$ cat src/rtl/color_mixer_stream.sv
// Streaming four-operand colour mixer: per channel computes (A*B) op (C*D),
// then rounds, saturates and bit-expands the result back to the interface width.
// Three registered stages share one advance enable so a stalled output freezes
// the whole pipe and s_ready tells the source when a beat can be taken.
module color_mixer_stream #(
  parameter int NUMBER_OF_SUB_PIXEL      = 4,
  parameter int SUB_PIXEL_WIDTH          = 8,
  parameter int SUB_PIXEL_CALC_PRECISION = SUB_PIXEL_WIDTH,
  parameter int USER_WIDTH               = 1,
  localparam int PIXEL_WIDTH             = SUB_PIXEL_WIDTH * NUMBER_OF_SUB_PIXEL
) (
  input  logic                   aclk,
  input  logic                   reset,
  input  logic                   s_valid,
  output logic                   s_ready,
  input  logic [1:0]             s_op,
  input  logic [PIXEL_WIDTH-1:0] s_colorA,
  input  logic [PIXEL_WIDTH-1:0] s_colorB,
  input  logic [PIXEL_WIDTH-1:0] s_colorC,
  input  logic [PIXEL_WIDTH-1:0] s_colorD,
  input  logic [USER_WIDTH-1:0]  s_user,
  output logic                   m_valid,
  input  logic                   m_ready,
  output logic [PIXEL_WIDTH-1:0] m_color,
  output logic [USER_WIDTH-1:0]  m_user
);

  localparam int N   = NUMBER_OF_SUB_PIXEL;
  localparam int SPW = SUB_PIXEL_WIDTH;
  localparam int P   = SUB_PIXEL_CALC_PRECISION;
  localparam int SW  = 2 * P + 2;

  localparam logic [SW-1:0] M_EXT = SW'((2 ** P) - 1);
  localparam logic [P-1:0]  M_P   = '1;
  localparam logic [P-1:0]  HALF  = P'(2 ** (P - 1));

  typedef enum logic [1:0] {
    OP_ADD        = 2'd0,
    OP_SUB        = 2'd1,
    OP_ADD_SIGNED = 2'd2,
    OP_MODULATE   = 2'd3
  } op_e;

  logic                       adv;

  logic                       valid1_q, valid1_d;
  op_e                        op1_q, op1_d;
  logic [USER_WIDTH-1:0]      user1_q, user1_d;
  logic [N-1:0][2*P-1:0]      x_q, x_d;
  logic [N-1:0][2*P-1:0]      y_q, y_d;

  logic                       valid2_q, valid2_d;
  op_e                        op2_q, op2_d;
  logic [USER_WIDTH-1:0]      user2_q, user2_d;
  logic [N-1:0][SW-1:0]       s_q, s_d;

  logic                       m_valid_q, m_valid_d;
  logic [USER_WIDTH-1:0]      m_user_q, m_user_d;
  logic [PIXEL_WIDTH-1:0]     m_color_q, m_color_d;

  // Round a non-negative two's complement sum back to P bits, saturate,
  // apply the signed bias for ADD_SIGNED, then replicate bits to widen.
  function automatic logic [SPW-1:0] finish_channel(input logic [SW-1:0] s, input op_e op);
    logic [SW-1:0] rounded;
    logic [P-1:0]  r;
    rounded = '0;
    r       = '0;
    if (!s[SW-1]) begin
      rounded = (s + M_EXT) >> P;
      if (rounded > M_EXT) r = M_P;
      else                 r = rounded[P-1:0];
    end
    if (op == OP_ADD_SIGNED) begin
      if (r < HALF) r = '0;
      else          r = r - HALF;
    end
    return SPW'({r, r} >> (2 * P - SPW));
  endfunction

  assign adv     = !m_valid_q || m_ready;
  assign s_ready = adv;
  assign m_valid = m_valid_q;
  assign m_color = m_color_q;
  assign m_user  = m_user_q;

  // Stage 1: extract the top P bits of each operand channel and form both products.
  always_comb begin
    valid1_d = valid1_q;
    op1_d    = op1_q;
    user1_d  = user1_q;
    x_d      = x_q;
    y_d      = y_q;
    if (adv) begin
      valid1_d = s_valid;
      op1_d    = op_e'(s_op);
      user1_d  = s_user;
      for (int i = 0; i < N; i++) begin
        x_d[i] = (2*P)'(s_colorA[i*SPW + SPW-P +: P]) * (2*P)'(s_colorB[i*SPW + SPW-P +: P]);
        y_d[i] = (2*P)'(s_colorC[i*SPW + SPW-P +: P]) * (2*P)'(s_colorD[i*SPW + SPW-P +: P]);
      end
    end
  end

  // Stage 2: combine the products into a signed sum wide enough for X+Y and X-Y.
  always_comb begin
    valid2_d = valid2_q;
    op2_d    = op2_q;
    user2_d  = user2_q;
    s_d      = s_q;
    if (adv) begin
      valid2_d = valid1_q;
      op2_d    = op1_q;
      user2_d  = user1_q;
      for (int i = 0; i < N; i++) begin
        case (op1_q)
          OP_SUB:      s_d[i] = {2'b00, x_q[i]} - {2'b00, y_q[i]};
          OP_MODULATE: s_d[i] = {2'b00, x_q[i]};
          default:     s_d[i] = {2'b00, x_q[i]} + {2'b00, y_q[i]};
        endcase
      end
    end
  end

  // Stage 3: normalise into the output register; bubbles leave the data untouched.
  always_comb begin
    m_valid_d = m_valid_q;
    m_user_d  = m_user_q;
    m_color_d = m_color_q;
    if (adv) begin
      m_valid_d = valid2_q;
      if (valid2_q) begin
        m_user_d = user2_q;
        for (int i = 0; i < N; i++) begin
          m_color_d[i*SPW +: SPW] = finish_channel(s_q[i], op2_q);
        end
      end
    end
  end

  // All pipeline registers; reset flushes every in-flight beat and zeroes the output.
  always_ff @(posedge aclk) begin
    if (reset) begin
      valid1_q  <= 1'b0;
      op1_q     <= OP_ADD;
      user1_q   <= '0;
      x_q       <= '0;
      y_q       <= '0;
      valid2_q  <= 1'b0;
      op2_q     <= OP_ADD;
      user2_q   <= '0;
      s_q       <= '0;
      m_valid_q <= 1'b0;
      m_user_q  <= '0;
      m_color_q <= '0;
    end else begin
      valid1_q  <= valid1_d;
      op1_q     <= op1_d;
      user1_q   <= user1_d;
      x_q       <= x_d;
      y_q       <= y_d;
      valid2_q  <= valid2_d;
      op2_q     <= op2_d;
      user2_q   <= user2_d;
      s_q       <= s_d;
      m_valid_q <= m_valid_d;
      m_user_q  <= m_user_d;
      m_color_q <= m_color_d;
    end
  end

endmodule
$ cat config.mk
export PLATFORM = sky130hd
export DESIGN_NAME = color_mixer_stream
export DESIGN_NICKNAME = d
export VERILOG_FILES = /design/src/rtl/color_mixer_stream.sv
export SDC_FILE = /design/constraint.sdc
export NUM_CORES = 2
export LEC_CHECK = 0
export CORE_MARGIN = 5
export CORE_UTILIZATION = 55
export CTS_CLUSTER_SIZE = 25
export DETAILED_ROUTE_END_ITERATION = 6
export DONT_BUFFER_PORTS = 1
export GPL_TIMING_DRIVEN = 0
export HOLD_SLACK_MARGIN = 0.15
export PLACE_DENSITY = 0.69
export SETUP_SLACK_MARGIN = 0.02
export SYNTH_ARGS = -nofsm -noshare
export SYNTH_HDL_FRONTEND = slang
export SYNTH_SLANG_ARGS = --single-unit
$ cat constraint.sdc
create_clock -name aclk -period 11.92 [get_ports aclk]
set_input_delay 3.576 -clock aclk [delete_from_list [all_inputs] [get_ports aclk]]
set_output_delay 3.576 -clock aclk [all_outputs]
set_load 0.02 [all_outputs]
==> flow_summary.ini <==
[power]
p_sw_frac = 0.483
pwr-share-clk = 0.131
total_power_mw = 6.55
combPwrFrac = 0.655
p_switching_mw = 3.16
p_seq_frac = 0.213
internal_power_mw = 3.39
power.density_mw_per_mm2 = 195
ir_drop_v = 0.000111
power.leakage_nw = 16.0

[timing]
fin_tns_setup_ns = 0
rsz0062_at_grt = false
finalSetupViolations = 0
fin_crit_sh = 0.791
clock_skew_ns = 0.0135
fmax_ghz = 0.106
fin_ws_ns = 2.49
hold_viol_final = 0
tightest_slew_ns = 1.23
period_minus_slack_ns = 9.43
slew_violations = 0
slew_headroom = 0.182
hold_slack_ns = 0.452

[placement]
hpwl_mm = 74.3
place_ws_ns = 2.64
port-buffer-count = 0
dp_cells = 4652
place.gp.congestion = 1.01
placed_area_mm2 = 0.0327

[global_route]
first_global_vias = 25600
antenna_found_initial = 0
overflow = 0
grt_max_degree = 14
grt_pass1_wl_mm = 144
grt_use_total = 0.286

[clocking]
cts_resized = 0
h-tree-depth = 1
tritoncts = yes
cts-buffers-inserted = 27
clockRootBuffer = clkbuf_16
ctsHoldBuffers = 0
clkLatencyLatePin_ns = 0.56
post_cts_buffers = 0
clkTransAtPathRegs_ns = 0.06
clockBufferDepth = 3
cts.sinks = 242

[layout]
fin_cells = 4701
fill_cells = 5415
final_util = 0.585
layout-drive-gt1-share = 0.0264
postLayoutCellArea_mm2 = 0.0336
fin_nets = 4763
area_delta_synth_final_pct = 5.84

[detailed_routing]
vias = 27000
firstDrtPassIters = 5
drtIter0Drc = 2358
drc_errors = 0
routed_via_density = 5.74
detail-route-antenna-nets = 0
routed_wl_mm = 92.0
wire_per_inst_um = 19.6

[setup_path]
rrSetupSlack_ns = 8.17
cp.arrival_ns = 5.85
timing.rr.start = m_valid
critPathLaunch = m_ready
cp_max_fo = 10
path_cells = nor2b_1 -> clkbuf_1 -> inv_1 -> clkbuf_1 -> clkbuf_1 -> clkbuf_1
cpMaxStageDelayCell = clkbuf_1
worstSetupStartpointType = input pin
critPathKind = input pin to output pin
timing.rr.end = y_q[35]
critPathCaptureType = output pin
max_stage_delay_ns = 0.82
worstPathRequired_ns = 8.34
crit_top_cell = clkbuf_1
rr_worst_depth = 7

[hold_path]
min-delay-start = user2_q
min_to = user2_q
holdPathStages = 2
hp-class = flip-flop to flip-flop

[status]
status = completed

[synthesis]
synth_fp_nets = 4734
synth_ff_type = dfxtp_1
yosys.area.top_type = fa_1
synth_seq_cells = 242
netlist_area_mm2 = 0.0318
avgSynthCellArea_um2 = 8.17
synthTopCellsByArea = fa_1 19%, ha_1 16%, dfxtp_1 15%
yosysTopAreaCellShare = 0.187
ys_seq_area_frac = 0.153
synth_cell_types = 81
synth_warnings = 0
synth_edf_count = 0
synthArstFlopShare = 0
synthCells = 3887

[floorplan]
dieHeight_um = 250
io_pins = 170
initial_utilization = 0.553
die_w_um = 250
dieArea_mm2 = 0.0626
core_area_mm2 = 0.0575
num_rows = 88

[job]
cap_violations = 0
-- flip-flops by register name, indices dropped and copies added (netlist names), 2 cells and up --
name     count
x_q         64
s_q         72
op1_q        2
m_color     32
y_q         64
op2_q        2
-- critical path, delay by kind of cell --
family                 cells  cell delay (ns)
buffers and inverters      5             2.23
AND/OR/NAND/NOR            1             0.03
-- layer usage --
layer,global-route usage,share of wire,wire [µm]
met1,0.402,0.44,40100
met5,0,0,0
met4,0.0734,0.031,2860
met2,0.461,0.45,41200
met3,0.0493,0.085,7820
-- placed cells by master, fill, tap and decap left out, types with 22 or more instances in the layout --
cell / netlist / final
a211oi_1: 32 / 32
a21o_1: 60 / 60
a21oi_1: 313 / 313
and2_1: 422 / 422
clkbuf_1: 104 / 105
clkbuf_16: 0 / 27
dfxtp_1: 242 / 242
fa_1: 296 / 296
ha_1: 416 / 416
inv_1: 527 / 527
nand2_1: 453 / 453
nand2b_1: 29 / 29
nand3_1: 43 / 43
nor2_1: 182 / 182
nor2b_1: 33 / 33
nor3_1: 63 / 63
nor4_1: 22 / 22
o211ai_1: 44 / 44
o21ai_0: 89 / 89
o21bai_1: 36 / 36
xnor2_1: 149 / 149
xor2_1: 41 / 41
-- cell type report --
type | count | area (µm²) | area share
Inverter | 529 | 1990 | 0.0591
Multi-Input combinational cell | 2988 | 24400 | 0.727
Buffer | 128 | 503 | 0.0150
Clock inverter | 16 | 169 | 0.00503
Antenna cell | 1 | 2.50 | 0.0000745
Sequential cell | 242 | 4840 | 0.144
Clock buffer | 32 | 724 | 0.0216
Tap cell | 765 | 957 | 0.0285
-- worst max path at each step --
stage,endpoint,slack [ns]
floorplan,s_ready,3.57
global placement,s_ready,2.68
detailed placement,s_ready,2.64
CTS,s_ready,2.64
global route,s_ready,2.45
finish,s_ready,2.49
-- Yosys cell counts (44+ instances only) --
cell        n
and2_1    422
clkbuf_1  104
nand2_1   453
a21oi_1   313
xnor2_1   149
inv_1     527
o21ai_0    89
ha_1      416
nor2_1    182
o211ai_1   44
nor3_1     63
fa_1      296
dfxtp_1   242
a21o_1     60
-- power by group through the flow --
stage	sequential, mW	clock (mW)	combinational (mW)
5_1_grt	1.40	0.893	4.84
2_1_floorplan	1.21	0	3.38
3_5_place_dp	1.39	0	4.23
3_3_place_gp	1.39	0	4.19
4_1_cts	1.38	0.862	4.26
6_report	1.40	0.861	4.29
-- logic make-up after synthesis --
kind of cell / synth area share
buf+inv: 0.0783
mux: 0.00453
fa+ha+maj: 0.351
simple gates: 0.203
compound gates: 0.158
flops: 0.153
xor+xnor: 0.0524
(Power assumes the default switching activity.)
